### config.mk
export PLATFORM = sky130hd
export DESIGN_NAME = acm_in_packer
export DESIGN_NICKNAME = d
export VERILOG_FILES = /design/src/rtl/acm_in_packer.sv
export SDC_FILE = /design/constraint.sdc
export NUM_CORES = 1
export LEC_CHECK = 0
export ABC_AREA = 1
export CELL_PAD_IN_SITES_DETAIL_PLACEMENT = 0
export CELL_PAD_IN_SITES_GLOBAL_PLACEMENT = 1
export CORE_ASPECT_RATIO = 1.75
export CORE_MARGIN = 4
export CORE_UTILIZATION = 45
export CTS_CLUSTER_DIAMETER = 100
export DETAILED_ROUTE_END_ITERATION = 10
export GPL_ROUTABILITY_DRIVEN = 1
export PLACE_DENSITY_LB_ADDON = 0.1
export SKIP_CTS_REPAIR_TIMING = 1
export SLEW_MARGIN = 20
export SYNTH_ARGS = -nofsm -noshare
export SYNTH_HDL_FRONTEND = slang
export SYNTH_SLANG_ARGS = --single-unit
### constraint.sdc
create_clock -name clk -period 4.5 [get_ports clk]
set_clock_uncertainty 0.2 [all_clocks]
set_input_delay 1.125 -clock clk [delete_from_list [all_inputs] [get_ports clk]]
set_output_delay 1.125 -clock clk [all_outputs]
set_load 0.01 [all_outputs]
### src/rtl/acm_in_packer.sv
// acm_in_packer: byte FIFO in front of the muacm IN pipe. It closes USB IN
// packets with in_last at MAX_PKT bytes, or on the last buffered byte once
// writes have been idle for IDLE_CYCLES. If the FIFO has already drained
// when idle matures, it asks muacm to close the partial packet with a
// one-cycle in_flush_now.
module acm_in_packer #(
  parameter int unsigned DEPTH       = 64,
  parameter int unsigned MAX_PKT     = 64,
  parameter int unsigned IDLE_CYCLES = 4800
) (
  input  logic                     clk,
  input  logic                     rst,
  input  logic [7:0]               wr_data,
  input  logic                     wr_valid,
  output logic                     wr_ready,
  output logic [7:0]               in_data,
  output logic                     in_last,
  output logic                     in_valid,
  input  logic                     in_ready,
  output logic                     in_flush_now,
  output logic [$clog2(DEPTH):0]   level
);

  localparam int unsigned AW = $clog2(DEPTH);
  localparam int unsigned LW = AW + 1;
  localparam int unsigned PW = (MAX_PKT > 1) ? $clog2(MAX_PKT) : 1;
  localparam int unsigned IW = (IDLE_CYCLES > 0) ? $clog2(IDLE_CYCLES + 1) : 1;

  localparam logic [LW-1:0] LVL_FULL = LW'(DEPTH);
  localparam logic [LW-1:0] LVL_ONE  = LW'(1);
  localparam logic [PW-1:0] PKT_END  = PW'(MAX_PKT - 1);
  localparam logic [IW-1:0] IDLE_MAX = IW'(IDLE_CYCLES);

  logic [7:0]    r_mem [DEPTH];
  logic [AW-1:0] r_wptr;
  logic [AW-1:0] r_rptr;
  logic [LW-1:0] r_level;
  logic [PW-1:0] r_pkt_cnt;
  logic [IW-1:0] r_idle_cnt;
  logic          r_flush;

  logic w_wr;
  logic w_rd;
  logic w_idle;
  logic w_last;
  logic w_flush_nxt;

  // Handshakes and packet-closure conditions, all derived from registered state.
  always_comb begin
    w_idle      = (r_idle_cnt == IDLE_MAX);
    w_wr        = wr_valid && (r_level < LVL_FULL);
    w_rd        = in_ready && (r_level != '0);
    w_last      = (r_level != '0) &&
                  ((r_pkt_cnt == PKT_END) || ((r_level == LVL_ONE) && w_idle));
    w_flush_nxt = (r_level == '0) && (r_pkt_cnt != '0) && w_idle &&
                  !w_wr && !r_flush;
  end

  assign wr_ready     = (r_level < LVL_FULL);
  assign in_valid     = (r_level != '0);
  assign in_data      = r_mem[r_rptr];
  assign in_last      = w_last;
  assign in_flush_now = r_flush;
  assign level        = r_level;

  // Storage array; deliberately not reset, nothing reads it while empty.
  always_ff @(posedge clk) begin
    if (w_wr) begin
      r_mem[r_wptr] <= wr_data;
    end
  end

  // Read/write pointers wrap naturally because DEPTH is a power of two.
  always_ff @(posedge clk or posedge rst) begin
    if (rst) begin
      r_wptr <= '0;
      r_rptr <= '0;
    end else begin
      if (w_wr) begin
        r_wptr <= r_wptr + AW'(1);
      end
      if (w_rd) begin
        r_rptr <= r_rptr + AW'(1);
      end
    end
  end

  // Occupancy: unchanged when a read and a write coincide.
  always_ff @(posedge clk or posedge rst) begin
    if (rst) begin
      r_level <= '0;
    end else begin
      case ({w_wr, w_rd})
        2'b10:   r_level <= r_level + LW'(1);
        2'b01:   r_level <= r_level - LW'(1);
        default: r_level <= r_level;
      endcase
    end
  end

  // Bytes already sent in the current IN packet.
  always_ff @(posedge clk or posedge rst) begin
    if (rst) begin
      r_pkt_cnt <= '0;
    end else if (r_flush) begin
      r_pkt_cnt <= '0;
    end else if (w_rd) begin
      if (w_last) begin
        r_pkt_cnt <= '0;
      end else begin
        r_pkt_cnt <= r_pkt_cnt + PW'(1);
      end
    end
  end

  // Write-idle timer; reset value is "already idle" so nothing is pending.
  always_ff @(posedge clk or posedge rst) begin
    if (rst) begin
      r_idle_cnt <= IDLE_MAX;
    end else if (w_wr) begin
      r_idle_cnt <= '0;
    end else if (!w_idle) begin
      r_idle_cnt <= r_idle_cnt + IW'(1);
    end
  end

  // One-cycle flush request for a partial packet that drained before idle matured.
  always_ff @(posedge clk or posedge rst) begin
    if (rst) begin
      r_flush <= 1'b0;
    end else begin
      r_flush <= w_flush_nxt;
    end
  end

endmodule

==> results_dict.tcl <==
set metrics [dict create \
    syn_to_final_growth_pct 13.4 \
    final_antenna_net_count 0 \
    cp_data_arrival_time_ns 3.08 \
    drt-total-wl_um 65100 \
    root_buffer "clkbuf_16" \
    clock_power_share_pct 24.5 \
    io_pins 31 \
    start_util_pct 45.6 \
    leakagePower_nw 9.79 \
    worst_slack_ns 0.0976 \
    synth_async_sr_flop_share_pct 7.08 \
    yosys_register_bits 551 \
    chipHeight_um 308 \
    fill_cells 4539 \
    grt_max_degree 131 \
    fin_crit_ns 4.40 \
    path_clk_slew_ns 0.06 \
    syn_inst 2047 \
    hold_class "reg -> reg" \
    dp_hpwl_um 38200 \
    grt_pass1_vias 15200 \
    syn_area_mm2 0.0232 \
    cts_buffer_depth 3 \
    fin_crit_sh_pct 97.8 \
    coreArea_mm2 0.0507 \
    vias 15400 \
    mappedNetlistNets 2070 \
    pwr_density_cell_mw_per_mm2 622 \
    ff_latch_area_mm2 0.0164 \
    busiest_layer "met2" \
    critical_path_class "reg -> out" \
    seqPwrFrac_pct 37.0 \
    synth_flop_cell "edfxtp_1" \
    place_congestion 0.824 \
    relSlewSlack_pct 33.3 \
    max_cap_violations 0 \
    use_met1_pct 27.6 \
    track_usage_pct 22.2 \
    cts_buffers 49 \
    cp-start-kind "flop" \
    dp_slack_ns 0.461 \
    grt_pass1_wl_um 94700 \
    nets 2154 \
    drt_iter0_markers 1286 \
    synth-edff-count 512 \
    drt_first_pass_iters 5 \
    finalNonFillerCells 2831 \
    use_met3_pct 2.03 \
    cts_num_sinks 551 \
    met2_usage_pct 41.5 \
    dp.cells 2729 \
    p_switching_w 0.00626 \
    htreeDepth 2 \
    postSynthAreaPerCell_um2 11.3 \
    cts_tree "yes" \
    hold_slack_ns 0.281 \
    clk_latency_ns 0.56 \
    hold_viol_final 0 \
    outcome "finished, final reports clean" \
    drcViolationCount 0 \
    antenna_found_initial 2 \
    layout-drive-gt1-share_pct 9.34 \
    critical_path.max_fanout 59 \
    vdd_drop_max_uv 417 \
    cp.required_ns 3.17 \
    finalSetupViolCount 0 \
    switching_share_pct 38.3 \
    max_freq_mhz 227 \
    tightest_slew_ns 0.997 \
    p_comb_share_pct 38.5 \
    overflow 0 \
    yosysSeqAreaShare_pct 70.6 \
    endpoint_kind "primary output" \
    ys_types 32 \
    io_buffers 30 \
    yosysWarnings 0 \
    via_per_inst 5.44 \
    die_area_mm2 0.0553 \
    multi_input_area_mm2 0.00586 \
    wl_per_cell_um 23.0 \
    row_count 109 \
    drv_slew 0 \
    die_x_um 179 \
    p_int_w 0.0101 \
]
[power groups by stage]
| stage | registers, W | clock network, W | logic, W |
|---|---|---|---|
| floorplan | 0.00604 | 0 | 0.00388 |
| global placement | 0.00611 | 0 | 0.00590 |
| detailed placement | 0.00612 | 0 | 0.00591 |
| CTS | 0.00601 | 0.00409 | 0.00593 |
| global route | 0.00606 | 0.00429 | 0.00692 |
| finish | 0.00604 | 0.00400 | 0.00629 |
[critical path, cell delays in order (launching register included)]
cell and delay (ns):
dfrtp_4 0.60, buf_16 0.29, nand2_1 0.08, nand3_1 0.09, nand3_1 0.11, nand2_1 0.14, nand2_1 0.08, nand3_1 0.20
nand3_2 0.16, nand2_1 0.12, clkdlybuf4s50_1 0.54
[per-stage QoR]
stage               TNS [ns]  instance area (µm²)  util (%)  power (W)
floorplan                  0                23200         -    0.00992
global placement           0                24400      48.2     0.0120
detailed placement         0                24400      48.2     0.0120
CTS                   -0.921                25900      51.1     0.0160
global route        -0.00962                26300      51.8     0.0173
finish                     0                26300      51.8     0.0163
[path summary, 6_finish.rpt]
check,startpoint,end,slack (ns),cells after the start
worst min-delay path,in_flush_now$_DFF_PP0_,in_flush_now$_DFF_PP0_,0.28,1
worst max register to register,level[6]$_DFFE_PP0P_,r_mem[2][1]$_DFFE_PP_,1.74,5
worst max-delay path,r_rptr[0]$_DFFE_PP0P_,in_data[7],0.1,10
worst min register to register,in_flush_now$_DFF_PP0_,in_flush_now$_DFF_PP0_,0.28,1
min in group asynchronous,rst,in_flush_now$_DFF_PP0_,0.84,2
max in group asynchronous,rst,r_idle_cnt[6]$_DFFE_PP1P_,2.39,3
[layout by cell type, fill, tap and decap left out, types with 4 or more instances in the layout]
cell / instances
nand2_1: 694
edfxtp_1: 512
nand3_1: 456
buf_4: 93
nor2_1: 89
clkbuf_16: 55
inv_1: 47
dfrtp_1: 32
clkdlybuf4s50_1: 21
o21ai_0: 17
clkbuf_1: 15
xor2_1: 13
clkinv_1: 13
nor3_1: 12
a21oi_1: 12
ha_1: 11
buf_2: 8
buf_12: 8
buf_16: 7
nand4_1: 5
clkinv_2: 5
bufinv_16: 4
dfstp_2: 4
[cell families after synthesis]
logic type / share of synthesized area [%]
buf+inv: 4.12
flops: 70.6
simple gates: 23.2
fa+ha+maj: 0.594
compound gates: 0.800
xor+xnor: 0.605
[sequential cells by signal, summed over array words and instances (netlist names)]
name,count
level,7
r_idle_cnt,13
r_rptr,6
r_mem,512
r_wptr,6
r_pkt_cnt,6
in_flush_now,1
[Yosys cell counts, types with 4 or more instances]
cell      instances  area [µm²]
nor3_1           12        60.1
o21ai_0          17        85.1
a21oi_1          12        60.1
nand3_1         459        2300
edfxtp_1        512       15400
dfrtp_1          35         876
clkbuf_1         15        56.3
nand4_1           5        31.3
nand2_1         694        2610
ha_1             11         138
buf_4             7        52.6
dfstp_2           4         105
buf_1             5        18.8
buf_6            25         282
nor2_1           89         334
inv_1            47         176
xor2_1           13         114
buf_2            60         300
[cell type report]
cell class / count / share of cell area (%)
Sequential cell: 551 / 62.3
Multi-Input combinational cell: 1328 / 22.3
Timing Repair Buffer: 146 / 5.67
Clock buffer: 64 / 4.88
Tap cell: 666 / 3.17
Inverter: 54 / 0.900
Clock inverter: 19 / 0.696
Timing Repair inverter: 1 / 0.0429
Antenna cell: 2 / 0.0191
[routing by layer]
| layer | up-vias | routed length [µm] |
|---|---|---|
| li1 | 7260 | - |
| met1 | 7638 | 25500 |
| met2 | 398 | 35000 |
| met3 | 103 | 2740 |
| met4 | 0 | 1790 |
| met5 | - | 0 |
Note: power is estimated with default switching activity, not from simulation.
